<file path="config.mk">
export PLATFORM = sky130hd
export DESIGN_NAME = clk_div_meter
export DESIGN_NICKNAME = d
export VERILOG_FILES = /design/src/rtl/clk_div_meter.sv
export SDC_FILE = /design/constraint.sdc
export NUM_CORES = 1
export LEC_CHECK = 0
export ABC_AREA = 0
export CAP_MARGIN = 20
export CORE_ASPECT_RATIO = 2
export CORE_MARGIN = 2
export CORE_UTILIZATION = 55
export DETAILED_ROUTE_END_ITERATION = 10
export PLACE_DENSITY = 0.87
export SYNTH_ARGS = -nofsm -noshare
export SYNTH_HDL_FRONTEND = slang
export SYNTH_SLANG_ARGS = --single-unit
</file>
<file path="constraint.sdc">
create_clock -name clk -period 5.5 [get_ports clk]
set_input_delay 1.1 -clock clk [delete_from_list [all_inputs] [get_ports clk]]
set_output_delay 1.1 -clock clk [all_outputs]
set_load 0.01 [all_outputs]
</file>
<file path="src/rtl/clk_div_meter.sv">
`default_nettype none
// ============================================================================
//  Module      : clk_div_meter
//  Description : Measures high time, low time and period of an asynchronous
//                divided clock in clk cycles. Flags a stable period (locked)
//                and a stalled input (timeout).
//  Revision    : 1.0 - initial release
// ============================================================================
module clk_div_meter #(
  parameter int CNT_W  = 16,
  parameter int LOCK_N = 4,
  parameter int TOL    = 1
) (
  input  logic             clk,
  input  logic             reset,
  input  logic             f_in,
  output logic [CNT_W-1:0] half_hi,
  output logic [CNT_W-1:0] half_lo,
  output logic [CNT_W:0]   period,
  output logic             meas_valid,
  output logic             locked,
  output logic             timeout
);

  localparam logic [CNT_W-1:0] CNT_MAX   = {CNT_W{1'b1}};
  localparam logic [CNT_W-1:0] CNT_PRE   = CNT_MAX - 1'b1;
  localparam logic [3:0]       MATCH_MAX = 4'(LOCK_N);
  localparam logic [3:0]       MATCH_THR = 4'(LOCK_N - 1);
  localparam logic [CNT_W:0]   TOL_V     = (CNT_W + 1)'(TOL);

  typedef enum logic [1:0] {
    IDLE      = 2'd0,
    WAIT_RISE = 2'd1,
    MEAS_HI   = 2'd2,
    MEAS_LO   = 2'd3
  } state_t;

  logic             sync1_q, sync2_q, sync3_q;
  logic             rise_w, fall_w, edge_w, sat_w;
  logic [CNT_W-1:0] cnt_q, cnt_d;
  state_t           state_q;
  logic [CNT_W-1:0] hi_q, lo_q;
  logic             pend_q;
  logic             timeout_q;
  logic [CNT_W-1:0] half_hi_q, half_lo_q;
  logic [CNT_W:0]   period_q, prev_q;
  logic             meas_valid_q, locked_q, ref_q;
  logic [3:0]       match_q, match_d;
  logic [CNT_W:0]   per_w, diff_w;

  // Two-flop synchronizer plus a third copy for edge detection
  always_ff @(posedge clk or negedge reset) begin
    if (!reset) begin
      sync1_q <= 1'b0;
      sync2_q <= 1'b0;
      sync3_q <= 1'b0;
    end else begin
      sync1_q <= f_in;
      sync2_q <= sync1_q;
      sync3_q <= sync2_q;
    end
  end

  assign rise_w = sync2_q & ~sync3_q;
  assign fall_w = ~sync2_q & sync3_q;
  assign edge_w = rise_w | fall_w;
  // Counter is about to saturate and no edge rescues it this cycle
  assign sat_w  = ~edge_w & (cnt_q == CNT_PRE);

  // Interval counter: restart at 1 on each detect cycle, saturate otherwise
  always_comb begin
    cnt_d = cnt_q;
    if (edge_w) begin
      cnt_d = {{(CNT_W-1){1'b0}}, 1'b1};
    end else if (cnt_q != CNT_MAX) begin
      cnt_d = cnt_q + 1'b1;
    end
  end

  always_ff @(posedge clk or negedge reset) begin
    if (!reset) begin
      cnt_q <= '0;
    end else begin
      cnt_q <= cnt_d;
    end
  end

  // Measurement FSM: captures hi/lo intervals and flags a pending publish
  always_ff @(posedge clk or negedge reset) begin
    if (!reset) begin
      state_q   <= IDLE;
      hi_q      <= '0;
      lo_q      <= '0;
      pend_q    <= 1'b0;
      timeout_q <= 1'b0;
    end else begin
      pend_q <= 1'b0;
      if (edge_w) begin
        timeout_q <= 1'b0;
        case (state_q)
          IDLE:      state_q <= rise_w ? MEAS_HI : WAIT_RISE;
          WAIT_RISE: if (rise_w) state_q <= MEAS_HI;
          MEAS_HI: begin
            if (fall_w) begin
              hi_q    <= cnt_q;
              state_q <= MEAS_LO;
            end
          end
          MEAS_LO: begin
            if (rise_w) begin
              lo_q    <= cnt_q;
              pend_q  <= 1'b1;
              state_q <= MEAS_HI;
            end
          end
          default:   state_q <= IDLE;
        endcase
      end else if (sat_w) begin
        timeout_q <= 1'b1;
        state_q   <= IDLE;
      end
    end
  end

  assign per_w  = {1'b0, hi_q} + {1'b0, lo_q};
  assign diff_w = (per_w >= prev_q) ? (per_w - prev_q) : (prev_q - per_w);

  // Match count that the next publish will store
  always_comb begin
    match_d = 4'd0;
    if (ref_q && (diff_w <= TOL_V)) begin
      match_d = (match_q == MATCH_MAX) ? match_q : match_q + 4'd1;
    end
  end

  // Publish results one cycle after the closing rise and update lock state
  always_ff @(posedge clk or negedge reset) begin
    if (!reset) begin
      half_hi_q    <= '0;
      half_lo_q    <= '0;
      period_q     <= '0;
      prev_q       <= '0;
      meas_valid_q <= 1'b0;
      locked_q     <= 1'b0;
      ref_q        <= 1'b0;
      match_q      <= 4'd0;
    end else begin
      meas_valid_q <= pend_q;
      if (sat_w) begin
        locked_q <= 1'b0;
        match_q  <= 4'd0;
        ref_q    <= 1'b0;
      end else if (pend_q) begin
        half_hi_q <= hi_q;
        half_lo_q <= lo_q;
        period_q  <= per_w;
        prev_q    <= per_w;
        ref_q     <= 1'b1;
        match_q   <= match_d;
        locked_q  <= (match_d >= MATCH_THR);
      end
    end
  end

  assign half_hi    = half_hi_q;
  assign half_lo    = half_lo_q;
  assign period     = period_q;
  assign meas_valid = meas_valid_q;
  assign locked     = locked_q;
  assign timeout    = timeout_q;

endmodule
`default_nettype wire

</file>
Word-level counts from Yosys, hierarchy flattened

Index checks and enable logic that the tools add are counted.

Register bits: 111
Bits in latches: 0
RAM bits: 0
Bits in read-only memories: 0
Input port bits: 3
Output and inout port bits: 52
Logic and storage cells: 72
Memories kept: 0

Add/subtract/negate cells: 5
$mul: 0
Div/mod/pow operators: 0
Magnitude comparators: 3
Equal/unequal tests: 8
Shifts and indexed selects: 0
Muxes and demuxes: 22
Bitwise logic cells: 8
Reductions and logical operators: 10

Operators with widths:

| kind                  | count |
|---|---|
| $sub 17x17->17        | 2 |
| $mux 16               | 2 |
| $add 16x16->17        | 1 |
| $ge 17x17->1          | 1 |
| $le 17x1->1 const B   | 1 |
| $mux 17               | 1 |
| $add 16x1->16 const B | 1 |
| $eq 16x16->1 const B  | 1 |
| $mux 4                | 4 |
| $ne 16x16->1 const B  | 1 |
| $mux 2                | 5 |
| $mux 1                | 9 |
| $reduce_and 3->1      | 3 |
| $ne 3x3->1 const B    | 2 |
| $pmux 2 s3            | 1 |
| $reduce_bool 2->1     | 3 |
| $add 4x1->4 const B   | 1 |
| $eq 2x2->1 const B    | 2 |
| $eq 4x3->1 const B    | 1 |
| $ge 4x2->1 const B    | 1 |
| $not 1->1             | 4 |
| $and 1x1->1           | 3 |
| $eq 2x1->1 const B    | 1 |
| $logic_not 2->1       | 1 |
| 4 further kinds       | 4 |

Depth between registers and ports, before layout

Gate-level depths: netlist of the first run.

Depth after elaboration: 9
Gate-level depth with buffers: 24
Mapped depth without buffers: 22

Least setup slack after synthesis of the first run

No wires, ideal clock.

Kind: flip-flop to flip-flop
From: register hi_q[0]
To: register match_q[2]
Setup time: 0.065 ns
Arrival: 4.904 ns
Data required time: 5.435 ns
Setup slack: 0.531 ns
Stages on the path, launching flop included: 24
Buffers on the path: 1
Clock period less this slack: 4.969 ns
Cell sequence: dfrtp_1 -> ha_1 -> fa_1 -> a21o_1 -> a21oi_1 -> o21bai_1 -> a31o_2 -> nand2_1 -> and3_1 -> o31ai_1 -> xnor2_1 -> inv_1 -> ha_1 -> buf_6 -> nand4_4 -> or4_4 -> a21oi_4 -> a31oi_2 -> or3_1 -> o211ai_2 -> o211ai_2 -> or3_4 -> o31a_1 -> o21ba_1

Word-level cells in the longest chain between the ends: 8
Elaborated cells on any way between the ends: 10
Classes of those cells: add/sub: 3; order compare: 2; mux: 4; reduce/logical: 1

Ends and longest elaborated chain:

| element                                        | RTL line | source |
|---|---|---|
| start: declaration                             | 42       | `logic [CNT_W-1:0] hi_q, lo_q;` |
| start signal: assignment                       | 105      | `hi_q <= cnt_q;` |
| $add 16x16->17 *                               | 125      | `assign per_w = {1'b0, hi_q} + {1'b0, lo_q};` |
| named net per_w[14]                            | 49       | `logic [CNT_W:0] per_w, diff_w;` |
| $sub 17x17->17 or $ge 17x17->1 (tied branches) | 126      | `assign diff_w = (per_w >= prev_q) ? (per_w - prev_q) : (prev_q - per_w);` |
| $mux 17 *                                      | 126      |  |
| $le 17x1->1 *                                  | 131      | `if (ref_q && (diff_w <= TOL_V)) begin` |
| $logic_and 1x1->1 *                            | 131      |  |
| $mux 4 *                                       | 131      |  |
| $mux 4 *                                       | 153      | `end else if (pend_q) begin` |
| $mux 4 *                                       | 149      | `if (sat_w) begin` |
| end signal: assignment                         | 159      | `match_q <= match_d;` |
| end: declaration                               | 48       | `logic [3:0] match_q, match_d;` |

Mark *: on every way through the listed nets, which the timed path passes. The rest lies on a longest branch. The select of a mux whose other input is x is not followed.
A chain may end at the register's enable or synchronous reset.

Worst setup path in the final report of the first run

Same ends and word-level chain as after synthesis.

==> results.sh, run 1 <==
export IMPL_synthFlopType="dfrtp_1"
export IMPL_syn_inst=719
export IMPL_r2r_start="hi_q[0]"
export IMPL_num_rows=59
export IMPL_status="complete, no violations"
export IMPL_p_leak_nw=3.94
export IMPL_die_h_um=165
export IMPL_ys_async_sr_fraction=1.00
export IMPL_grt_use_met2=0.428
export IMPL_setup_ws_ns=0.257
export IMPL_place_congestion=0.967
export IMPL_syn_nets=781
export IMPL_hpwl_mm=12.3
export IMPL_finalWirelength_mm=16.5
export IMPL_cts_buffers=9
export IMPL_vias_per_cell=5.96
export IMPL_drv_cap=0
export IMPL_maxSlewViolCount=0
export IMPL_required_ns=5.79
export IMPL_seq_area_frac_synth=0.388
export IMPL_yosysWarnings=0
export IMPL_insertion_delay_ns=0.34
export IMPL_setup_tns_ns=0
export IMPL_comb_power_share=0.593
export IMPL_drtAntennaViolNets=0
export IMPL_fin_crit_ns=5.24
export IMPL_critPathSlowestCell="or4_4"
export IMPL_nets=834
export IMPL_post_place_ws_ns=0.112
export IMPL_syn_avg_cell_area_um2=9.96
export IMPL_grt_max_degree=78
export IMPL_path_cells="ha_1 > fa_2 > a21o_1 > a21oi_2 > o21bai_1 > a31o_2 > nand2_1 > and3_1 > o31ai_1 > xnor2_1 > inv_1 > ha_4 > nand4_4 > or4_4 > a21oi_4 > a31o_4 > nor2_4 > a2111oi_2 > o211ai_2 > or3_4 > o31a_1 > o21ba_1"
export IMPL_grt_pass1_wl_mm=27.3
export IMPL_start_kind="flip-flop"
export IMPL_ir_worst_vdd_mv=0.459
export IMPL_io_buffers=54
export IMPL_seqPwrFrac=0.246
export IMPL_die_area_mm2=0.0140
export IMPL_start_util=0.557
export IMPL_min_path_cells=0
export IMPL_p_clk_frac=0.161
export IMPL_area_growth_pct=13.9
export IMPL_arrival_ns=5.53
export IMPL_drtPass1Iterations=7
export IMPL_synth_top_area_cell="dfrtp_1"
export IMPL_fin_worst_skew_ns=0.0113
export IMPL_fp_dieW_um=84.7
export IMPL_reg2reg_depth=22
export IMPL_syn_cell_area_mm2=0.00716
export IMPL_crit_path_start="hi_q[0]"
export IMPL_cts_root_buf="clkbuf_16"
export IMPL_drive_above_1_share=0.178
export IMPL_critPathKind="flip-flop to flip-flop"
export IMPL_first_global_vias=5676
export IMPL_core_area_mm2=0.0128
export IMPL_fmax_mhz=191
export IMPL_hold_viol=0
export IMPL_switchingPower_mw=1.66
export IMPL_cts_clk_slew_worst_paths_ns=0.08
export IMPL_worstHoldPathType="flip-flop to flip-flop"
export IMPL_detail_route_iter0_violations=223
export IMPL_worstMarginPinSlew_ns=0.996
export IMPL_min_from="sync1_q"
export IMPL_ys_seq_elements=111
export IMPL_pin_count=55
export IMPL_crit_fanout=8
export IMPL_ctsLongestPathBuffers=2
export IMPL_htreeDepth=3
export IMPL_use_met3=0.0263
export IMPL_cts_tree="done"
export IMPL_swShare=0.427
export IMPL_p_per_area_mw_per_mm2=478
export IMPL_cts_hold_buffers=0
export IMPL_route_detailed_wl_per_inst_um=17.7
export IMPL_internal_power_mw=2.23
export IMPL_max_slew_margin=0.334
export IMPL_synth_edf_count=0
export IMPL_critPathMaxStageDelay_ns=0.57
export IMPL_n_antenna_cell=0
export IMPL_drcViolationCount=0
export IMPL_finalSetupViolCount=0
export IMPL_period_share=0.953
export IMPL_critPathCaptureType="flip-flop"
export IMPL_antenna_found_initial=0
export IMPL_cts_sinks=111
export IMPL_grt_total_usage=0.242
export IMPL_gr_total_overflow=0
export IMPL_synthTopCellsByArea="dfrtp_1 (39%), ha_1 (9.8%), mux2_2 (9.6%)"
export IMPL_ys_types=75
export IMPL_gr_usage_met1=0.295
export IMPL_route_vias_total=5538
export IMPL_rsz0062_at_grt="false"
export IMPL_top_usage_layer="met2"
export IMPL_netlist_area_leader_share=0.388
-- cell families (layout without fill, tap and decap cells) --
logic type | Yosys count | in the layout | synth area share
AND/OR/NAND/NOR | 196 | 196 | 0.143
AO/OA/AOI/OAI | 165 | 165 | 0.156
flip-flops | 111 | 111 | 0.388
buffers and inverters | 86 | 144 | 0.0599
multiplexers | 65 | 65 | 0.102
adder cells (fa/ha/maj) | 59 | 59 | 0.106
XOR/XNOR | 37 | 37 | 0.0453
-- worst max-delay path: cells and delay by family, from the launching register on --
kind                     cells  cell delay, ns
AO/OA/AOI/OAI               11            2.10
AND/OR/NAND/NOR              6            1.45
adder cells (fa/ha/maj)      3            0.89
flip-flops                   1            0.40
XOR/XNOR                     1            0.24
buffers and inverters        1            0.10
-- area by class of cell --
| type | count | area (µm²) |
|---|---|---|
| clock buffers | 9 | 225 |
| clock inverters | 7 | 66.3 |
| fillers | 1018 | 4690 |
| inverters | 58 | 218 |
| multi-input cells | 522 | 4020 |
| flip-flops and latches | 111 | 2780 |
| well taps | 152 | 190 |
| repair buffers | 70 | 658 |
-- path summary, 6_finish.rpt --
kind                               to  slack (ns)
hold / removal                sync2_q        0.35
max in group asynchronous    hi_q[14]        3.61
hold reg to reg               sync2_q        0.35
setup reg to reg           match_q[2]        0.26
min in group asynchronous  state_q[0]        0.88
setup / recovery           match_q[2]        0.26
-- through the flow --
step | area [µm²] | hold WS [ns] | utilization | total power [mW] | std cells
6_report | 8150 | 0.355 | 0.635 | 3.90 | 929
5_1_grt | 8150 | 0.362 | 0.635 | 4.16 | 929
4_1_cts | 8070 | 0.356 | 0.629 | 3.86 | 927
3_5_place_dp | 7780 | 0.338 | 0.606 | 3.22 | 911
3_3_place_gp | 7780 | 0.336 | 0.606 | 3.20 | 911
2_1_floorplan | 7160 | 0.331 | - | 2.73 | 719
-- flip-flops by register name, summed over array words and instances (netlist names) --
| signal | cells |
|---|---|
| cnt_q | 16 |
| meas_valid | 1 |
| hi_q | 16 |
| sync3_q | 1 |
| lo_q | 16 |
| sync1_q | 1 |
| locked | 1 |
| half_hi | 16 |
| match_q | 4 |
| sync2_q | 1 |
| pend_q | 1 |
| prev_q | 17 |
| state_q | 2 |
| half_lo | 16 |
| timeout | 1 |
| ref_q | 1 |
-- layer usage --
layer	vias up	routed length (µm)
li1	2646	-
met5	-	0
met1	2692	6700
met2	159	8630
met3	41	519
met4	0	611
-- cell usage after synthesis, types with 5 or more instances --
master	number
clkbuf_8	5
ha_1	56
mux2_2	61
nand4_1	11
nor2_1	38
a31oi_1	5
xnor2_1	17
nor3_1	15
a21o_1	9
clkbuf_1	12
o22ai_1	6
nor2b_1	7
buf_6	6
xor2_1	20
nand2_1	54
or2_2	7
a21oi_1	40
dfrtp_1	111
nand2b_1	6
a211oi_1	6
or3_1	11
inv_1	58
o21ai_0	41
o21a_1	9
and3_1	7
o21bai_1	5
o211ai_1	5
nand3_1	18
-- layout by cell type (no fill, tap or decap), drive strengths merged, types with 8 or more instances in the layout --
cell type,Yosys,routed
clkbuf,18,9
nand3,18,18
o21ai,41,41
o21a,9,9
nand2,54,54
mux2,61,61
nand4,12,12
xnor2,17,17
ha,56,56
inv,58,60
clkdlybuf4s50,0,53
nor3,16,16
a21o,10,10
dfrtp,111,111
or3,12,12
and3,8,8
nor2,39,39
xor2,20,20
a21oi,41,41
buf,10,17
-- repair_timing --
item | CTS | global route
setup endpoints to repair | 0 | 5
setup buffers | 0 | 2
gates resized for setup | 0 | 14
-- power groups by stage --
stage	Sequential, mW	Combinational (mW)	Clock (mW)
final	0.958	2.31	0.628
after global routing	0.971	2.51	0.675
after CTS	0.959	2.26	0.639
after detailed placement	0.974	2.25	0
after global placement	0.968	2.24	0
after floorplan	0.975	1.76	0
Note: power is estimated with default switching activity, not from simulation.
==> run 2, diff against run 1 <==
Settings changed: CORE_UTILIZATION 55 to 50, PLACE_DENSITY 0.87 to 0.81.
==> results.sh, run 2 (same netlist as run 1, synthesis figures left out) <==
export IMPL_status="complete, no violations"
export IMPL_whs_endpoint="sync2_q"
export IMPL_first_global_vias=5609
export IMPL_finalWirelength_mm=17.4
export IMPL_required_ns=5.79
export IMPL_mostFrequentLayoutCells="dfrtp_1 (111), mux2_2 (61), inv_1 (58), ha_1 (54)"
export IMPL_htreeDepth=3
export IMPL_antenna_found_initial=0
export IMPL_setup_tns_ns=0
export IMPL_fin_crit_ns=5.26
export IMPL_route_vias_total=5598
export IMPL_start_util=0.513
export IMPL_hpwl_mm=13.3
export IMPL_nets=836
export IMPL_nFillCells=1175
export IMPL_stdcell_count=967
export IMPL_pin_count=55
export IMPL_grt_pass1_wl_mm=27.7
export IMPL_grt_use_met2=0.423
export IMPL_p_per_area_mw_per_mm2=505
export IMPL_layout_cells_most_common="dfrtp_1"
export IMPL_use_met3=0.0286
export IMPL_placedCellCount=951
export IMPL_min_path_cells=0
export IMPL_vias_per_cell=5.79
export IMPL_num_rows=61
export IMPL_insertion_delay_ns=0.36
export IMPL_start_kind="flip-flop"
export IMPL_critPathCaptureType="flip-flop"
export IMPL_fp_dieW_um=88.6
export IMPL_total_power_mw=4.16
export IMPL_worstHoldPathType="flip-flop to flip-flop"
export IMPL_n_antenna_cell=0
export IMPL_largest_register_ffs=17
export IMPL_setup_ws_ns=0.237
export IMPL_drv_cap=0
export IMPL_post_place_ws_ns=0.0929
export IMPL_top_usage_layer="met2"
export IMPL_period_share=0.957
export IMPL_cts_clk_slew_worst_paths_ns=0.07
export IMPL_core_area_mm2=0.0140
export IMPL_ctsLongestPathBuffers=2
export IMPL_reg2reg_depth=21
export IMPL_min_from="sync1_q"
export IMPL_route_detailed_wl_per_inst_um=18.0
export IMPL_max_slew_margin=0.303
export IMPL_finalSetupViolCount=0
export IMPL_cts_sinks=111
export IMPL_detail_route_iter0_violations=213
export IMPL_place_congestion=0.961
export IMPL_maxSlewViolCount=0
export IMPL_ir_worst_vdd_mv=0.258
export IMPL_die_area_mm2=0.0154
export IMPL_top_register="prev_q"
export IMPL_drive_above_1_share=0.179
export IMPL_hold_viol=0
export IMPL_drcViolationCount=0
export IMPL_reg2reg_slack_ns=0.24
export IMPL_p_leak_nw=3.95
export IMPL_area_growth_pct=15.0
export IMPL_fmax_mhz=190
export IMPL_gr_total_overflow=0
export IMPL_grt_max_degree=78
export IMPL_arrival_ns=5.55
export IMPL_die_h_um=173
export IMPL_fin_worst_skew_ns=0.0167
export IMPL_gr_usage_met1=0.242
export IMPL_reg2reg_to="match_q[2]"
export IMPL_drtAntennaViolNets=0
export IMPL_cts_root_buf="clkbuf_16"
export IMPL_io_buffers=54
export IMPL_grt_total_usage=0.234
export IMPL_worstMarginPinSlew_ns=1.04
export IMPL_cts_buffers=9
export IMPL_drtPass1Iterations=5
export IMPL_cts_tree="done"
export IMPL_crit_fanout=5
export IMPL_r2r_start="hi_q[1]"
export IMPL_critPathKind="flip-flop to flip-flop"
run 2: cell count changes in the layout (fill, tap and decap cells not counted), sizes merged:
cell    before  now
buf         17   19
bufinv       0    1
clkinv       4    1
inv         60   61
run 2: what timing repair did:
action | 4_1_cts | 5_1_grt
hold endpoints to repair | 0 | 0
setup buffers | 0 | 1
resized for setup | 0 | 15
hold buffers | 0 | 0
endpoints found under the setup margin | 0 | 5
run 2: layout make-up:
type | count | area, µm² | share of cell area
multi-input combinational | 522 | 4030 | 0.489
clock buffer | 9 | 225 | 0.0273
tap | 189 | 236 | 0.0287
timing repair buffer | 72 | 673 | 0.0817
clock inverter | 6 | 77.6 | 0.00942
inverter | 58 | 218 | 0.0264
sequential | 111 | 2780 | 0.337
run 2: worst max-delay path by stage:
stage | start | cells past startpoint | to | slack, ns
final | hi_q[1] | 21 | match_q[2] | 0.24
after global routing | hi_q[1] | 21 | match_q[2] | -0.02
after CTS | hi_q[0] | 22 | match_q[2] | 0.02
after detailed placement | hi_q[0] | 22 | match_q[2] | 0.09
after global placement | hi_q[0] | 22 | match_q[2] | 0.18
after floorplan | hi_q[0] | 23 | match_q[2] | 0.53
run 2: worst max-delay path, cell delays in order (launching register included):
cell      delay (ns)
dfrtp_1         0.45
ha_1            0.33
a21o_1          0.17
a21oi_2         0.18
nor2b_1         0.06
o21a_1          0.20
o211ai_1        0.27
a311oi_1        0.18
o21ai_1         0.24
mux2i_1         0.12
or2_2           0.29
ha_1            0.34
nand4_4         0.11
or4_4           0.57
a21oi_4         0.20
a31oi_2         0.09
or3_1           0.36
o211ai_2        0.09
o211ai_2        0.11
or3_4           0.41
o31a_1          0.23
o21ba_1         0.20
run 2: stage by stage:
stage	area, µm²	utilization	hold WS, ns
3_3_place_gp	7850	0.562	0.341
6_report	8240	0.590	0.363
3_5_place_dp	7850	0.562	0.350
5_1_grt	8240	0.590	0.377
4_1_cts	8150	0.584	0.368
2_1_floorplan	7160	-	0.331
run 2: where the power goes:
group	switching [mW]	internal, mW
registers	0.0793	0.888
logic	1.40	1.11
clock network	0.322	0.360
run 2: per-layer routing:
layer  wire, µm  vias to the layer above
li1           -                     2652
met1       5980                     2733
met4       1130                        0
met5          0                        -
met2       9800                      151
met3        488                       62
==> run 3, diff against run 2 <==
Settings changed: CAP_MARGIN 20 to 0, SLEW_MARGIN set to 20.
==> results.sh, run 3 (same netlist as run 1, synthesis figures left out) <==
export IMPL_critPathKind="flip-flop to flip-flop"
export IMPL_htreeDepth=3
export IMPL_setup_tns_ns=0
export IMPL_start_util=0.513
export IMPL_p_leak_nw=3.97
export IMPL_utilization=0.592
export IMPL_ctsLongestPathBuffers=2
export IMPL_cts_clk_slew_worst_paths_ns=0.08
export IMPL_p_clk_frac=0.164
export IMPL_mostFrequentLayoutCells="dfrtp_1 (111), mux2_2 (61), inv_1 (58), ha_1 (54)"
export IMPL_nets=837
export IMPL_worstMarginPinSlew_ns=1.04
export IMPL_cts_sinks=111
export IMPL_grt_pass1_wl_mm=27.7
export IMPL_die_area_mm2=0.0154
export IMPL_place_congestion=0.961
export IMPL_largest_register_ffs=17
export IMPL_nFillCells=1167
export IMPL_maxSlewViolCount=0
export IMPL_grt_max_degree=78
export IMPL_antenna_found_initial=0
export IMPL_n_antenna_cell=0
export IMPL_first_global_vias=5609
export IMPL_detail_route_iter0_violations=227
export IMPL_layout_cells_most_common="dfrtp_1"
export IMPL_drive_above_1_share=0.180
export IMPL_crit_fanout=5
export IMPL_route_vias_total=5600
export IMPL_top_register="prev_q"
export IMPL_required_ns=5.79
export IMPL_multi_input_area_mm2=0.00403
export IMPL_cts_root_buf="clkbuf_16"
export IMPL_route_detailed_wl_per_inst_um=18.2
export IMPL_io_buffers=54
export IMPL_internal_power_mw=2.36
export IMPL_worstHoldPathType="flip-flop to flip-flop"
export IMPL_min_path_cells=0
export IMPL_hold_viol=0
export IMPL_drv_cap=0
export IMPL_core_area_mm2=0.0140
export IMPL_arrival_ns=5.57
export IMPL_fp_dieW_um=88.6
export IMPL_switchingPower_mw=1.82
export IMPL_area_growth_pct=15.4
export IMPL_status="complete, no violations"
export IMPL_die_h_um=173
export IMPL_reg2reg_depth=21
export IMPL_max_slew_margin=0.306
export IMPL_cts_tree="done"
export IMPL_seqPwrFrac=0.232
export IMPL_grt_total_usage=0.234
export IMPL_period_share=0.959
export IMPL_drtPass1Iterations=5
export IMPL_fin_worst_skew_ns=0.0166
export IMPL_regArea_mm2=0.00278
export IMPL_critPathCaptureType="flip-flop"
export IMPL_num_rows=61
export IMPL_finalWirelength_mm=17.6
export IMPL_fin_crit_ns=5.28
export IMPL_start_kind="flip-flop"
export IMPL_cts_buffers=9
export IMPL_hpwl_mm=13.3
export IMPL_finalSetupViolCount=0
export IMPL_cts_hold_buffers=0
export IMPL_gr_total_overflow=0
export IMPL_p_per_area_mw_per_mm2=505
export IMPL_comb_power_share=0.605
export IMPL_swShare=0.435
export IMPL_ir_worst_vdd_mv=0.260
export IMPL_fmax_mhz=189
export IMPL_vias_per_cell=5.79
export IMPL_drcViolationCount=0
export IMPL_insertion_delay_ns=0.36
export IMPL_drtAntennaViolNets=0
export IMPL_pin_count=55
## run 3: cell types whose count changed in the layout (fill, tap and decap cells not counted), sizes merged
cell,before,now
buf,19,20
## run 3: worst max-delay path, stage by stage, from the launching register on
cell and delay [ns]:
dfrtp_1 0.45, ha_1 0.33, a21o_1 0.17, a21oi_2 0.19, nor2b_1 0.07, o21a_1 0.20, o211ai_1 0.27, a311oi_1 0.18
o21ai_1 0.24, mux2i_1 0.12, or2_2 0.29, ha_1 0.34, nand4_4 0.11, or4_4 0.57, a21oi_4 0.20, a31oi_2 0.09
or3_1 0.36, o211ai_2 0.09, o211ai_2 0.11, or3_4 0.41, o31a_1 0.23, o21ba_1 0.20
## run 3: final cells by class
type | instances | share of cell area
inverter | 58 | 0.0263
tap | 189 | 0.0286
sequential | 111 | 0.336
clock inverter | 6 | 0.00939
clock buffer | 9 | 0.0273
multi-input combinational | 522 | 0.488
timing repair buffer | 73 | 0.0848
## run 3: repair_timing
action,4_1_cts,5_1_grt
endpoints found under the setup margin,0,5
buffers inserted,0,1
gates resized for setup,0,15
## run 3: worst paths after layout
| check | startpoint | slack, ns | to |
|---|---|---|---|
| max reg2reg | hi_q[1] | 0.22 | match_q[2] |
| min | sync1_q | 0.36 | sync2_q |
| max in group asynchronous | reset | 3.79 | cnt_q[12] |
| min reg2reg | sync1_q | 0.36 | sync2_q |
| max | hi_q[1] | 0.22 | match_q[2] |
| min in group asynchronous | reset | 0.62 | half_lo[2] |
## run 3: metal layers
metal / vias up / GRT usage / routed length (µm)
met5: - / 0 / 0
met4: 0 / 0.152 / 1190
met3: 69 / 0.0286 / 498
met2: 133 / 0.423 / 9750
met1: 2740 / 0.242 / 6140
li1: 2658 / - / -
## run 3: power groups by stage
stage          clock network [mW]  logic, mW  registers, mW
5_1_grt                     0.722       2.71          0.975
3_5_place_dp                    0       2.40          0.977
4_1_cts                     0.691       2.41          0.965
3_3_place_gp                    0       2.37          0.974
6_report                    0.684       2.53          0.968
2_1_floorplan                   0       1.76          0.975
## run 3: stage by stage
stage | instances | power (mW) | worst slack (ns) | area [µm²] | hold WS [ns]
6_report | 968 | 4.18 | 0.223 | 8260 | 0.364
5_1_grt | 968 | 4.41 | -0.0242 | 8260 | 0.377
4_1_cts | 966 | 4.07 | 0.0181 | 8150 | 0.368
3_5_place_dp | 951 | 3.37 | 0.0929 | 7850 | 0.350
3_3_place_gp | 951 | 3.35 | 0.181 | 7850 | 0.341
2_1_floorplan | 719 | 2.73 | 0.531 | 7160 | 0.331
